## config.mk

```make
export PLATFORM = sky130hd
export DESIGN_NAME = dft64_sample_loader
export DESIGN_NICKNAME = d
export VERILOG_FILES = /design/src/rtl/dft_pkg.sv /design/src/rtl/dft_sample_bank.sv /design/src/rtl/dft64_sample_loader.sv
export SDC_FILE = /design/constraint.sdc
export NUM_CORES = 2
export LEC_CHECK = 0
export CAP_MARGIN = 5
export CORE_ASPECT_RATIO = 0.5
export CORE_MARGIN = 2
export CORE_UTILIZATION = 45
export CTS_CLUSTER_DIAMETER = 100
export DETAILED_ROUTE_END_ITERATION = 10
export GPL_TIMING_DRIVEN = 0
export PLACE_DENSITY_LB_ADDON = 0.15
export SETUP_SLACK_MARGIN = 0.15
export SKIP_LAST_GASP = 1
export SLEW_MARGIN = 20
export SYNTH_ARGS = -nofsm -noshare
export SYNTH_HDL_FRONTEND = slang
export SYNTH_SLANG_ARGS = --single-unit
```

## constraint.sdc

```tcl
create_clock -name clk -period 5.3 [get_ports clk]
set_clock_uncertainty 0.2 [all_clocks]
set_input_delay 1.325 -clock clk [delete_from_list [all_inputs] [get_ports clk]]
set_output_delay 1.325 -clock clk [all_outputs]
set_load 0.01 [all_outputs]
```

## src/rtl/dft_pkg.sv

```systemverilog
// Shared definitions for the 64-point DFT sample loader.
// Holds frame geometry constants, the sample type and the drain FSM state
// encoding used by dft64_sample_loader and dft_sample_bank.
package dft_pkg;

  localparam int SAMPLE_W = 16;
  localparam int N_POINTS = 64;
  localparam int LANES    = 8;
  localparam int ROWS     = N_POINTS / LANES;

  typedef logic [SAMPLE_W-1:0] sample_t;

  typedef enum logic [1:0] {
    IDLE,
    DRAIN,
    WAIT_DONE
  } loader_state_t;

endpackage

```

## src/rtl/dft_sample_bank.sv

```systemverilog
// One frame of sample storage: N_POINTS x SAMPLE_W registers.
// Ports:
//   clk      - write clock
//   we       - write enable for this bank
//   addr     - write address (sample index within the frame)
//   data     - sample to write
//   row      - column-read row select
//   samples  - LANES samples of the selected row, lane m = mem[ROWS*m + row]
// Storage carries no reset: stale contents are never presented because the
// loader only drains a bank whose full flag has been set by a complete fill.
module dft_sample_bank #(
  parameter int SAMPLE_W = dft_pkg::SAMPLE_W,
  parameter int N_POINTS = dft_pkg::N_POINTS,
  parameter int LANES    = dft_pkg::LANES
) (
  input  logic                                  clk,
  input  logic                                  we,
  input  logic [$clog2(N_POINTS)-1:0]           addr,
  input  logic [SAMPLE_W-1:0]                   data,
  input  logic [$clog2(N_POINTS/LANES)-1:0]     row,
  output logic [SAMPLE_W-1:0]                   samples [0:LANES-1]
);
  import dft_pkg::*;

  localparam int N_ROWS = N_POINTS / LANES;
  localparam int ADDR_W = $clog2(N_POINTS);

  logic [SAMPLE_W-1:0] mem [0:N_POINTS-1];

  always_ff @(posedge clk) begin
    if (we) mem[addr] <= data;
  end

  // Stride-N_ROWS column read: lane m picks x[N_ROWS*m + row].
  for (genvar m = 0; m < LANES; m++) begin : g_lane
    assign samples[m] = mem[ADDR_W'(m * N_ROWS) + ADDR_W'(row)];
  end

endmodule

```

## src/rtl/dft64_sample_loader.sv

```systemverilog
// Upstream feeder for the 64-point DFT stage.
// Collects serial samples into a ping-pong pair of banks and drains each
// full frame as N_POINTS/LANES rows of LANES samples in stride order,
// then waits for the DFT's done pulse before draining the next frame.
// Ports:
//   clk, sreset_n  - clock, asynchronous active-low reset
//   in_data/in_valid/in_ready - serial sample input handshake
//   dft_done       - frame-processed pulse from the DFT stage
//   samples        - current row (registered)
//   rel            - row valid, high for one frame's worth of rows
//   calculate      - DFT accumulate enable, DRAIN through WAIT_DONE
//   frame_start    - pulse alongside row 0
module dft64_sample_loader #(
  parameter int SAMPLE_W = dft_pkg::SAMPLE_W,
  parameter int N_POINTS = dft_pkg::N_POINTS,
  parameter int LANES    = dft_pkg::LANES
) (
  input  logic                clk,
  input  logic                sreset_n,
  input  logic [SAMPLE_W-1:0] in_data,
  input  logic                in_valid,
  output logic                in_ready,
  input  logic                dft_done,
  output logic [SAMPLE_W-1:0] samples [0:LANES-1],
  output logic                rel,
  output logic                calculate,
  output logic                frame_start
);
  import dft_pkg::*;

  localparam int N_ROWS = N_POINTS / LANES;
  localparam int ADDR_W = $clog2(N_POINTS);
  localparam int ROW_W  = $clog2(N_ROWS);

  logic [1:0]          full;
  logic                wr_bank;
  logic                rd_bank;
  logic [ADDR_W-1:0]   wr_cnt;
  logic [ROW_W-1:0]    row;
  logic                active;
  logic                wr_fire;
  logic                load;
  logic                drain_last;
  loader_state_t       state;
  loader_state_t       state_next;
  logic [SAMPLE_W-1:0] col0 [0:LANES-1];
  logic [SAMPLE_W-1:0] col1 [0:LANES-1];

  // active holds in_ready low until the first edge after reset release.
  assign in_ready = active && !full[wr_bank];
  assign wr_fire  = in_valid && in_ready;

  dft_sample_bank #(.SAMPLE_W(SAMPLE_W), .N_POINTS(N_POINTS), .LANES(LANES)) u_bank0 (
    .clk     (clk),
    .we      (wr_fire && !wr_bank),
    .addr    (wr_cnt),
    .data    (in_data),
    .row     (row),
    .samples (col0)
  );

  dft_sample_bank #(.SAMPLE_W(SAMPLE_W), .N_POINTS(N_POINTS), .LANES(LANES)) u_bank1 (
    .clk     (clk),
    .we      (wr_fire && wr_bank),
    .addr    (wr_cnt),
    .data    (in_data),
    .row     (row),
    .samples (col1)
  );

  always_ff @(posedge clk or negedge sreset_n) begin
    if (!sreset_n) state <= IDLE;
    else           state <= state_next;
  end

  always_comb begin
    state_next = state;
    unique case (state)
      IDLE:      if (full[rd_bank])               state_next = DRAIN;
      DRAIN:     if (row == ROW_W'(N_ROWS - 1))   state_next = WAIT_DONE;
      WAIT_DONE: if (dft_done)                    state_next = IDLE;
      default:                                    state_next = IDLE;
    endcase
  end

  // Row 0 is loaded on the IDLE->DRAIN edge so it is visible in the first
  // DRAIN cycle; the last row is loaded on the DRAIN->WAIT_DONE edge.
  always_comb begin
    load       = ((state == IDLE) && full[rd_bank]) || (state == DRAIN);
    drain_last = (state == DRAIN) && (row == ROW_W'(N_ROWS - 1));
    calculate  = (state == DRAIN) || (state == WAIT_DONE);
  end

  // Set and clear of full never target the same bank: a bank being written
  // is empty, a bank being drained is full.
  always_ff @(posedge clk or negedge sreset_n) begin
    if (!sreset_n) begin
      full    <= '0;
      wr_bank <= 1'b0;
      rd_bank <= 1'b0;
      wr_cnt  <= '0;
      row     <= '0;
      active  <= 1'b0;
    end else begin
      active <= 1'b1;
      if (wr_fire) begin
        if (wr_cnt == ADDR_W'(N_POINTS - 1)) begin
          wr_cnt        <= '0;
          full[wr_bank] <= 1'b1;
          wr_bank       <= ~wr_bank;
        end else begin
          wr_cnt <= wr_cnt + 1'b1;
        end
      end
      if (load) row <= drain_last ? '0 : row + 1'b1;
      if (drain_last) begin
        full[rd_bank] <= 1'b0;
        rd_bank       <= ~rd_bank;
      end
    end
  end

  // Output row register; samples hold their last row through WAIT_DONE.
  always_ff @(posedge clk or negedge sreset_n) begin
    if (!sreset_n) begin
      rel         <= 1'b0;
      frame_start <= 1'b0;
      for (int m = 0; m < LANES; m++) samples[m] <= '0;
    end else begin
      rel         <= load;
      frame_start <= load && (state == IDLE);
      if (load) begin
        for (int m = 0; m < LANES; m++) samples[m] <= rd_bank ? col1[m] : col0[m];
      end
    end
  end

endmodule
```

# Word level (Yosys, flattened, before mapping)
# Memory sizes are Yosys's and may differ from the RTL's.
# Index checks and enable logic that the tools add are counted.
[totals]
n_memories = 2
latchBits = 0
wordCells = 89
register_bits = 146
output_inout_bits = 132
rom_bits = 0
ram_bits = 2048
inputBits = 20
[op_classes]
n_div = 0
mux = 29
n_shift = 0
reduce_logical = 16
mul = 0
eq_ne = 7
bitwise = 5
magnitude_cmp = 4
n_addsub = 9
[mem_list]
columns = ["name", "words", "width", "read_ports", "rd_clocked_by_memory_dff", "wr", "line_no", "text"]
rows = [
  ["u_bank0.mem", 64, 16, 8, 0, 1, "dft_sample_bank.sv:28", "logic [SAMPLE_W-1:0] mem [0:N_POINTS-1];"],
  ["u_bank1.mem", 64, 16, 8, 0, 1, "dft_sample_bank.sv:28", ""],
]
[op_table]
columns = ["op", "n"]
rows = [
  ["$mux W16", 8],
  ["$add A5 B3 Y6 const A", 2],
  ["$add A6 B3 Y6 const A", 2],
  ["$mux W2", 6],
  ["$mux W1", 10],
  ["$logic_and A1 B1 Y1", 9],
  ["$add A5 B4 Y6 const A", 1],
  ["$add A6 B1 Y6 const B", 1],
  ["$eq A6 B6 Y1 const B", 1],
  ["$mux W6", 1],
  ["$ne A2 B2 Y1 const B", 3],
  ["$pmux W2 S3", 1],
  ["$add A4 B3 Y5 const A", 1],
  ["$add A4 B4 Y5 const A", 1],
  ["$lt A1 B2 Y1 const B", 2],
  ["$add A3 B1 Y3 const B", 1],
  ["$eq A3 B3 Y1 const B", 1],
  ["$mux W3", 1],
  ["$reduce_and A3 Y1", 1],
  ["$and A2 B2 Y2", 1],
  ["$demux W1 S1", 2],
  ["$eq A2 B1 Y1 const B", 1],
  ["$eq A2 B2 Y1 const B", 1],
  ["$ge A1 B1 Y1 const B", 2],
  ["other kinds (7)", 10],
]

# Longest topological paths before layout
[logic_depth]
depth_word = 9
mapped_depth = 9
ltp_nobuf = 6

# Modules after synthesis
# A second synthesis with hierarchy kept.
[unflattened]
hier_cells = 3645
hier_area_um2 = 85211.7
[modules_own_cells]
columns = ["mod", "seq_area_each_um2", "cells_per_inst", "n_inst", "area_per_inst_um2"]
rows = [
  ["dft_sample_bank", 30749.5, 1574, 2, 39006.2],
  ["dft64_sample_loader", 3653.5, 497, 1, 7199.4],
]

# Worst setup path before layout
# OpenSTA, ideal clock, no wires.
[synth_path]
kind = "input port to flip-flop"
start = "in in_valid"
end = "mem u_bank1.mem[27][0] (enable)"
cell_stages = 4
setup_ps = 389
n_path_buf = 0
setup_slack_ps = 1848
t_arrival_ps = 2864
t_required_ps = 4711
cell_sequence = "nand2_1 -> nor3b_2 -> nand4_1 -> nor2_1"
[synth_via]
elab_chain_len = 4
[synth_lines]
columns = ["item", "line_no", "text"]
rows = [
  ["from (decl)", "dft64_sample_loader.sv:21", "input logic in_valid,"],
  ["$logic_and A1 B1 Y1", "dft64_sample_loader.sv:51", "assign wr_fire = in_valid && in_ready;"],
  ["$logic_and A1 B1 Y1", "dft64_sample_loader.sv:64", ".we (wr_fire && wr_bank),"],
  ["$mux W1", "dft_sample_bank.sv:31", "if (we) mem[addr] <= data;"],
  ["$mux W1 (not written as such)", "dft_sample_bank.sv:31", ""],
  ["to (decl)", "dft_sample_bank.sv:28", ""],
]
# No other way between the ends.

# Worst setup path in the final report
[layout_path]
start = "in in_valid"
end = "mem u_bank1.mem[4][12] (enable)"
# Same word-level chain as after synthesis.

==> metrics.csv <==
stage,metric,value,unit
cts,cts_tree,done,
critical_path,critPathKind,primary input to flip-flop,
grt,grt_pass1_wl,315,mm
die,coreArea,0.184,mm^2
routing,num_vias,40400,
routing,drc,0,
synthesis,async_reset_ff_share,6.65,%
cts,numCtsBuffers,201,
critical_path,worstPathCellList,clkdlybuf4s50_1 > nand2_1 > nor3b_4 > nand3_1 > nor2_2 > buf_8,
power,p_seq_share,46.1,%
die,start_util,45.4,%
sta,timing.fmax,226,MHz
synthesis,syn_nets,3688,
grt,grt_pass1_vias,41000,
power,peakVddDrop,0.000249,V
sta,finalMaxSlewViolations,0,
layout,area_delta_synth_final,16.1,%
cts,holdBufCountCts,0,
routing,routed_wl,227,mm
sta,setup_tns,0,ns
sta,finalHoldViolations,0,
grt,grt-ovfl-total,0,
cts,clock-root-buffer,clkbuf_16,
min_path,hold_class,primary input to async pin,
critical_path,rr_startpoint,wr_cnt[1],
sta,min_period_over_period,83.4,%
cts,cts_max_level,4,
sta,fin_crit,4.42,ns
cts,clk-insertion-delay-late,0.83,ns
placement,dp_hpwl,146,mm
power,p_int,31.5,mW
placement,place_congestion,0.789,
critical_path,crit_slowest_cell,nor3b_4,
critical_path,required,5.62,ns
synthesis,ys_warn_count,0,
routing,drt-initial-drc-count,4806,
grt,grt_antenna_before_repair,7,
die,dieArea,0.189,mm^2
cts,clockBufferDepth,4,
routing,wl_per_cell,33.4,um
layout,final_cell_mix,"edfxtp_1, mux4_2, clkbuf_16",
routing,ant_nets,0,
die,die_h,308,um
critical_path,reg2regPathDepth,7,
critical_path,critPathCaptureType,flip-flop,
critical_path,timing.rr.end,u_bank0.mem[48][5],
layout,drive_above_1_share,31.8,%
sta,hold_ws,0.214,ns
synthesis,ys_seq_area_share,78.1,%
synthesis,synth_ff_type,edfxtp_1,
critical_path,critPathLaunchType,primary input,
layout,final_common_cell,edfxtp_1,
power,pwr-share-clk,32.4,%
routing,avgViaCountPerCell,5.95,
sta,relSlewSlack,27.7,%
cts,cts.sinks,2194,
synthesis,synth_edf_count,2048,
critical_path,reg2reg_slack,1.56,ns
sta,grt_setup_unrepaired,no,
placement,port_buffers,151,
power,p_sw_share,27.7,%
cts,post_cts_buffers,0,
routing,firstDrtPassIters,5,
die,pin_count,152,
sta,setup_violations,0,
sta,worst_pin_slew,1.09,ns
cts,clk_pin_slew_worst_paths,0.06,ns
synthesis,syn_avg_cell_area,22.8,um^2
power,power.net_switching,12.1,mW
outcome,status,finished clean,
layout,nFillCells,14100,
die,die_w,613,um
die,core.rowCount,111,
synthesis,yosys_register_bits,2194,
power,cellLeakagePower,30.2,nW
critical_path,arrival,4.74,ns
critical_path,crit_path_max_incr_delay,0.84,ns
cts,cts_resized,0,
grt,grt_max_degree,97,
synthesis,syn_area,0.0834,mm^2
layout,nNetsFinal,4167,
run,drv_cap,0,
power,pwr-share-comb,21.5,%
critical_path,path_max_fanout,9,
synthesis,synthDistinctLibCells,47,
synthesis,syn_inst,3661,
grt,grt_use_total,24.1,%
power,p_per_area,450,mW/mm^2
[registers in the layout, summed over array words and instances (netlist names)]
| signal | count |
|---|---|
| state | 2 |
| u_bank1.mem | 1024 |
| wr_bank | 1 |
| rel | 1 |
| full | 2 |
| u_bank0.mem | 1024 |
| samples | 128 |
| rd_bank | 1 |
| frame_start | 1 |
| active | 1 |
| wr_cnt | 6 |
| row | 3 |
[layer usage]
metal / share of wire (%) / wire, um / track usage (%)
met3: 7.4 / 16700 / 4.87
met5: 0.054 / 123 / 0.434
met1: 43 / 96900 / 34.6
met2: 48 / 108000 / 38.2
met4: 2.3 / 5150 / 5.63
[Yosys cell counts, types with 2 or more instances]
library cell / count / area (um^2)
or3b_2: 2 / 17.5
ha_1: 7 / 87.6
nor2_1: 264 / 991
nand3b_1: 5 / 37.5
buf_6: 33 / 372
buf_2: 90 / 450
dfrtp_1: 146 / 3650
mux2_2: 2 / 22.5
inv_1: 9 / 33.8
o22ai_1: 129 / 807
nand2_1: 14 / 52.6
nor3_1: 3 / 15.0
and2_1: 2 / 12.5
xnor2_1: 2 / 17.5
o22a_1: 2 / 17.5
clkbuf_4: 3 / 22.5
a21oi_1: 5 / 25.0
nand3_1: 11 / 55.1
buf_4: 51 / 383
nand2b_1: 8 / 50.1
a211oi_1: 17 / 128
a221oi_2: 52 / 781
edfxtp_1: 2048 / 61500
a221oi_1: 4 / 35.0
a21o_1: 4 / 30.0
xor2_1: 2 / 17.5
nand4_1: 2 / 12.5
a211oi_2: 56 / 701
buf_8: 3 / 45.0
mux4_2: 512 / 11500
mux2i_1: 131 / 1310
buf_1: 2 / 7.51
clkbuf_1: 26 / 97.6
[power by group through the flow]
stage	registers (mW)	clock network, mW	logic (mW)
4_1_cts	20.1	14.3	9.47
6_report	20.1	14.1	9.36
3_5_place_dp	20.5	0	9.45
5_1_grt	20.1	14.9	9.89
2_1_floorplan	20.5	0	5.19
3_3_place_gp	20.6	0	9.12
[how the worst max path moves through the flow]
stage | startpoint | to
after CTS | in_valid | u_bank1.mem[4][12]
final | in_valid | u_bank1.mem[4][12]
after global routing | in_valid | u_bank1.mem[0][6]
after floorplan | in_valid | u_bank1.mem[27][0]
after detailed placement | in_valid | u_bank1.mem[4][2]
after global placement | sreset_n | samples[104]
[cells by family (layout without fill, tap and decap cells)]
family                   count (synthesis)  after routing  share of synthesized area [%]
AND/OR/NAND/NOR                        318            318                           1.56
other                                    1              3                        0.00449
AO/OA/AOI/OAI                          273            273                           3.05
adder cells (fa/ha/maj)                  7              7                          0.105
buffers and inverters                  218            856                           1.70
flip-flops                            2194           2194                           78.1
XOR/XNOR                                 4              4                         0.0420
multiplexers                           646            646                           15.4
[metrics by stage]
step           power, mW  setup WS, ns  utilization (%)  cell area (um^2)  std cells
2_1_floorplan       25.7          1.85                -             83400       3661
3_3_place_gp        29.7         -6.80             47.9             88100       6298
3_5_place_dp        29.9         0.127             49.3             90600       6423
4_1_cts             43.9         0.983             52.7             96800       6785
5_1_grt             44.9         0.892             52.7             96800       6786
6_report            43.5         0.881             52.7             96900       6787
[cell type report]
type	instances	area [um^2]	share of cell area, %
Tap cell	2486	3110	3.21
Antenna cell	2	5.00	0.00517
Sequential cell	2194	65200	67.3
Multi-Input combinational cell	1249	17400	17.9
Timing Repair Buffer	276	3510	3.62
Inverter	10	37.5	0.0388
Clock buffer	281	5680	5.86
Buffer	208	1390	1.43
Clock inverter	81	588	0.607
[critical path: cells and delay by family]
| family | cells | cell delay [ns] |
|---|---|---|
| buf+inv | 2 | 0.85 |
| simple gates | 4 | 2.54 |
No activity file was read; power rests on OpenSTA's default activity.
